[config.mk]
export PLATFORM = sky130hd
export DESIGN_NAME = axil_reg_slave
export DESIGN_NICKNAME = d
export VERILOG_FILES = /design/src/rtl/axil_reg_slave.sv
export SDC_FILE = /design/constraint.sdc
export NUM_CORES = 1
export LEC_CHECK = 0
export CAP_MARGIN = 30
export CORE_AREA = 2 2 265 267
export DETAILED_ROUTE_END_ITERATION = 16
export DIE_AREA = 0 0 267 269
export GPL_TIMING_DRIVEN = 0
export PLACE_DENSITY_LB_ADDON = 0.25
export SYNTH_ARGS = -nofsm -noshare
export SYNTH_HDL_FRONTEND = slang
export SYNTH_SLANG_ARGS = --single-unit
[constraint.sdc]
create_clock -name clk -period 5.9 [get_ports clk]
set_input_delay 0.885 -clock clk [delete_from_list [all_inputs] [get_ports clk]]
set_output_delay 0.885 -clock clk [all_outputs]
set_load 0.05 [all_outputs]
[src/rtl/axil_reg_slave.sv]
// axil_reg_slave: AXI4-Lite register bank target with byte-lane writes and address decode.
// Optional build macro AXIL_REG_STRICT_STRB_EN: a hit write with wstrb==0 answers SLVERR instead of OKAY.
module axil_reg_slave #(
    parameter int          NUM_REGS    = 16,
    parameter logic [31:0] BASE_ADDR   = 32'h0000_1000,
    parameter logic [31:0] RESET_VALUE = 32'h0000_0000
) (
    input  logic                     clk,
    input  logic                     rst,
    input  logic [31:0]              s_axi_awaddr,
    input  logic                     s_axi_awvalid,
    output logic                     s_axi_awready,
    input  logic [31:0]              s_axi_wdata,
    input  logic [3:0]               s_axi_wstrb,
    input  logic                     s_axi_wvalid,
    output logic                     s_axi_wready,
    output logic [1:0]               s_axi_bresp,
    output logic                     s_axi_bvalid,
    input  logic                     s_axi_bready,
    input  logic [31:0]              s_axi_araddr,
    input  logic                     s_axi_arvalid,
    output logic                     s_axi_arready,
    output logic [31:0]              s_axi_rdata,
    output logic [1:0]               s_axi_rresp,
    output logic                     s_axi_rvalid,
    input  logic                     s_axi_rready,
    output logic [NUM_REGS*32-1:0]   reg_q,
    output logic [NUM_REGS-1:0]      wr_pulse
);
    typedef enum logic [1:0] {W_IDLE, W_HAVE_AW, W_HAVE_W, W_RESP} w_state_t;
    typedef enum logic {R_IDLE, R_DATA} r_state_t;
    w_state_t    w_state, w_next;
    r_state_t    r_state, r_next;
    logic [31:0] regs [NUM_REGS];
    logic [31:0] aw_q, w_q, c_addr, c_data, w_off, r_off, r_sel;
    logic [3:0]  strb_q, c_strb;
    logic [1:0]  c_resp;
    logic        commit, w_hit, r_hit, w_en, zero_err;

    for (genvar i = 0; i < NUM_REGS; i++) begin : g_q
        assign reg_q[32*i +: 32] = regs[i];
    end

    // Write channel sequencing: readies from state only, commit operands muxed from live bus or latches
    always_comb begin
        w_next        = w_state;
        commit        = 1'b0;
        c_addr        = s_axi_awaddr;
        c_data        = s_axi_wdata;
        c_strb        = s_axi_wstrb;
        s_axi_awready = 1'b0;
        s_axi_wready  = 1'b0;
        s_axi_bvalid  = 1'b0;
        case (w_state)
            W_IDLE: begin
                s_axi_awready = 1'b1;
                s_axi_wready  = 1'b1;
                commit        = s_axi_awvalid && s_axi_wvalid;
                w_next        = commit ? W_RESP : s_axi_awvalid ? W_HAVE_AW : s_axi_wvalid ? W_HAVE_W : W_IDLE;
            end
            W_HAVE_AW: begin
                s_axi_wready = 1'b1;
                c_addr       = aw_q;
                commit       = s_axi_wvalid;
                w_next       = s_axi_wvalid ? W_RESP : W_HAVE_AW;
            end
            W_HAVE_W: begin
                s_axi_awready = 1'b1;
                c_data        = w_q;
                c_strb        = strb_q;
                commit        = s_axi_awvalid;
                w_next        = s_axi_awvalid ? W_RESP : W_HAVE_W;
            end
            W_RESP: begin
                s_axi_bvalid = 1'b1;
                w_next       = s_axi_bready ? W_IDLE : W_RESP;
            end
            default: w_next = W_IDLE;
        endcase
    end

`ifdef AXIL_REG_STRICT_STRB_EN
    assign zero_err = (c_strb == 4'b0000);
`else
    assign zero_err = 1'b0;
`endif

    assign w_off  = c_addr - BASE_ADDR;
    assign w_hit  = w_off[31:2] < 30'(NUM_REGS);
    assign w_en   = commit && w_hit && (c_strb != 4'b0000);
    assign c_resp = !w_hit ? 2'b11 : zero_err ? 2'b10 : 2'b00;

    // Write state, operand latches, response code and byte-lane register updates
    always_ff @(posedge clk) begin
        if (rst) begin
            w_state     <= W_IDLE;
            aw_q        <= '0;
            w_q         <= '0;
            strb_q      <= '0;
            s_axi_bresp <= 2'b00;
            wr_pulse    <= '0;
            for (int i = 0; i < NUM_REGS; i++) regs[i] <= RESET_VALUE;
        end else begin
            w_state <= w_next;
            if (w_state == W_IDLE && s_axi_awvalid) aw_q <= s_axi_awaddr;
            if (w_state == W_IDLE && s_axi_wvalid) begin
                w_q    <= s_axi_wdata;
                strb_q <= s_axi_wstrb;
            end
            if (commit) s_axi_bresp <= c_resp;
            for (int i = 0; i < NUM_REGS; i++) begin
                wr_pulse[i] <= w_en && (w_off[31:2] == 30'(i));
                for (int n = 0; n < 4; n++)
                    if (w_en && (w_off[31:2] == 30'(i)) && c_strb[n]) regs[i][8*n +: 8] <= c_data[8*n +: 8];
            end
        end
    end

    assign r_off = s_axi_araddr - BASE_ADDR;
    assign r_hit = r_off[31:2] < 30'(NUM_REGS);

    // Read mux; an out-of-range index matches no register and yields zero
    always_comb begin
        r_sel = '0;
        for (int i = 0; i < NUM_REGS; i++)
            if (r_off[31:2] == 30'(i)) r_sel = regs[i];
    end

    // Read channel sequencing from state only
    always_comb begin
        s_axi_arready = (r_state == R_IDLE);
        s_axi_rvalid  = (r_state == R_DATA);
        r_next        = (r_state == R_IDLE) ? (s_axi_arvalid ? R_DATA : R_IDLE) : (s_axi_rready ? R_IDLE : R_DATA);
    end

    // Read state and captured data/response, held until rready
    always_ff @(posedge clk) begin
        if (rst) begin
            r_state     <= R_IDLE;
            s_axi_rdata <= '0;
            s_axi_rresp <= 2'b00;
        end else begin
            r_state <= r_next;
            if (r_state == R_IDLE && s_axi_arvalid) begin
                s_axi_rdata <= r_sel;
                s_axi_rresp <= r_hit ? 2'b00 : 2'b11;
            end
        end
    end
endmodule

==> results.toml <==
[status]
status = "finished clean"

[yosys]
synth.most_common_cell = "edfxtp_1"
postSynthCellCount = 2432
synth_area_leaders = "edfxtp_1 (56%), dfxtp_1 (8.6%), nor2_1 (6.1%), nand2_1 (4.8%), a21oi_1 (2.9%)"
async_reset_ff_frac = 0
synth_ff_type = "edfxtp_1"
synth_nets = 2539
syn-mean-instance-area_um2 = 11.3
yosys.area.top_type_share = 0.558
ys_seq_area_frac = 0.644
synth_edf_count = 512
synthesis.area_um2 = 27600
ys_ff_latch = 631
yosysWarnings = 0
ys_top_cells_by_count = "edfxtp_1 (512), nor2_1 (447), nand2_1 (355), a21oi_1 (158), clkbuf_1 (131)"
ys_types = 64
yosysTopAreaCell = "edfxtp_1"

[sta]
skew_ns = 0.0239
min_period_ns = 4.89
min_period_over_period = 0.830
tightest_slew_ns = 1.13
drv_slew = 0
holdWs_ns = 0.455
hold_viol_final = 0
fin_setup_tns_ns = 0
finalSetupViolations = 0
setup_ws_ns = 1.01
rsz0062_at_grt = "false"
max-slew-margin-rel = 0.246
timing.fmax_mhz = 204

[global_routing]
overflow = 0
track_usage = 0.387
grt_pass1_vias = 24900
grt_max_degree = 15
antenna_found_initial = 10
grt_pass1_wl_um = 191000

[cts]
postCtsSetupBuffers = 0
clk_latency_ns = 0.63
cts_hold_buf = 0
clock_sinks = 631
clkTransAtPathRegs_ns = 0.06
post_cts_resized = 0
numCtsBuffers = 71
htreeDepth = 3
clockBufferDepth = 3
clock-root-buffer = "clkbuf_16"
cts_tree = "done"

[power]
p_leak_uw = 0.0130
switching_share = 0.288
peakVddDrop_v = 0.000195
combPwrFrac = 0.152
switching_power_uw = 3280
p_per_area_nw_per_um2 = 297
p_int_uw = 8110
p_seq_frac = 0.456
p_clk_frac = 0.392

[floorplan]
coreArea_um2 = 69300
start_util = 0.398
boundaryPins = 676
die_y_um = 269
die_area_um2 = 71800
die_w_um = 267
core.rowCount = 97

[setup_path]
path_class = "primary input to register"
crit_path_end_kind = "register"
worstPathMaxFanout = 10
worstPathArrival_ns = 5.37
cp-start-kind = "primary input"
cp.required_ns = 6.37

[finish]
drive_above_1_share = 0.0847
area_growth_pct = 39.0
final_area_um2 = 38300
fin_util = 0.553
nets = 3336
fillCellCount = 5956

[drt]
drt_iter0_markers = 4249
drc_errors = 0
vias = 26100
wire_per_inst_um = 33.8
antenna_left = 0
via_per_inst = 6.17
routed_wl_um = 143000
drt_first_pass_iters = 8

[placement]
hpwl_um = 113000
io_buffers = 670
dp_slack_ns = 0.567
dpl_cell_area_um2 = 36000
place_congestion = 0.981

[job]
max_cap_viol_count = 0

[worst_hold_path]
hp-class = "register to register"
[metrics by stage]
stage | total power [uW] | instances
after floorplan | 6160 | 2432
after global placement | 6920 | 4042
after detailed placement | 6970 | 4092
after CTS | 11300 | 4218
after global routing | 11600 | 4223
final | 11400 | 4226
[flip-flops by register name, summed over array words and instances, names as in the netlist]
name / flops
regs: 512
strb_q: 4
w_q: 32
w_state: 2
s_axi_bresp: 1
s_axi_rdata: 32
aw_q: 30
s_axi_rresp: 1
wr_pulse: 16
s_axi_rvalid: 1
[kinds of logic after synthesis]
family	after synthesis	share of synthesized area
buf+inv	210	0.0358
simple gates	974	0.150
compound gates	556	0.133
mux	61	0.0367
flops	631	0.644
[metal layers]
layer / up-vias / wire length (um) / global-route usage
li1: 10500 / - / -
met2: 2192 / 64700 / 0.611
met1: 13000 / 49500 / 0.476
met4: 10 / 9140 / 0.212
met5: - / 67 / 0
met3: 414 / 19200 / 0.118
[power groups by stage]
stage	Combinational (uW)	Clock, uW	Sequential (uW)
6_report	1730	4470	5190
5_1_grt	1770	4630	5200
4_1_cts	1700	4450	5180
3_5_place_dp	1700	0	5270
3_3_place_gp	1650	0	5270
2_1_floorplan	384	0	5780
[path summary, 6_finish.rpt]
path	startpoint	end	slack, ns	depth (start not counted)
max	s_axi_araddr[15]	s_axi_rdata[22]	1.01	10
min	aw_q[31]	aw_q[31]	0.45	2
max reg2reg	w_state[0]	regs[0][34]	1.61	8
min reg2reg	aw_q[31]	aw_q[31]	0.45	2
[cell type report]
class	instances	area (um^2)	area share
diodes	4	10.0	0.000261
plain buffers	182	881	0.0230
clock buffers	93	2030	0.0529
clock inverters	33	280	0.00731
inverters	28	105	0.00274
multi-input cells	1591	8860	0.231
flip-flops and latches	631	17800	0.463
well taps	940	1180	0.0307
repair buffers	724	7230	0.189
[placed cells by master, fill, tap and decap left out, drive strengths merged, types with 8 or more instances in the layout]
| cell | instances |
|---|---|
| buf | 104 |
| nor4 | 20 |
| nand2b | 14 |
| o22ai | 10 |
| clkbuf | 225 |
| a22oi | 54 |
| mux2 | 10 |
| or2 | 10 |
| o21bai | 39 |
| a211oi | 26 |
| nand2 | 355 |
| edfxtp | 512 |
| nor3 | 26 |
| a31oi | 8 |
| nor3b | 25 |
| nor2 | 447 |
| o221ai | 20 |
| o21ai | 119 |
| a21oi | 158 |
| a222oi | 32 |
| a21o | 35 |
| a22o | 16 |
| clkinv | 23 |
| mux2i | 20 |
| inv | 31 |
| mux4 | 31 |
| nor2b | 8 |
| dfxtp | 119 |
| nand3 | 21 |
| or3 | 16 |
| clkdlybuf4s50 | 670 |
| o211ai | 11 |
[worst max-delay path: stages]
cell,delay [ns]
clkdlybuf4s50_1,0.41
nor4_1,0.48
nand4b_1,0.47
clkbuf_1,0.38
buf_1,0.32
nor2_1,0.75
clkbuf_1,0.54
a211oi_1,0.23
nor3b_1,0.73
o211ai_1,0.15
No activity file was read; power rests on OpenSTA's default activity.
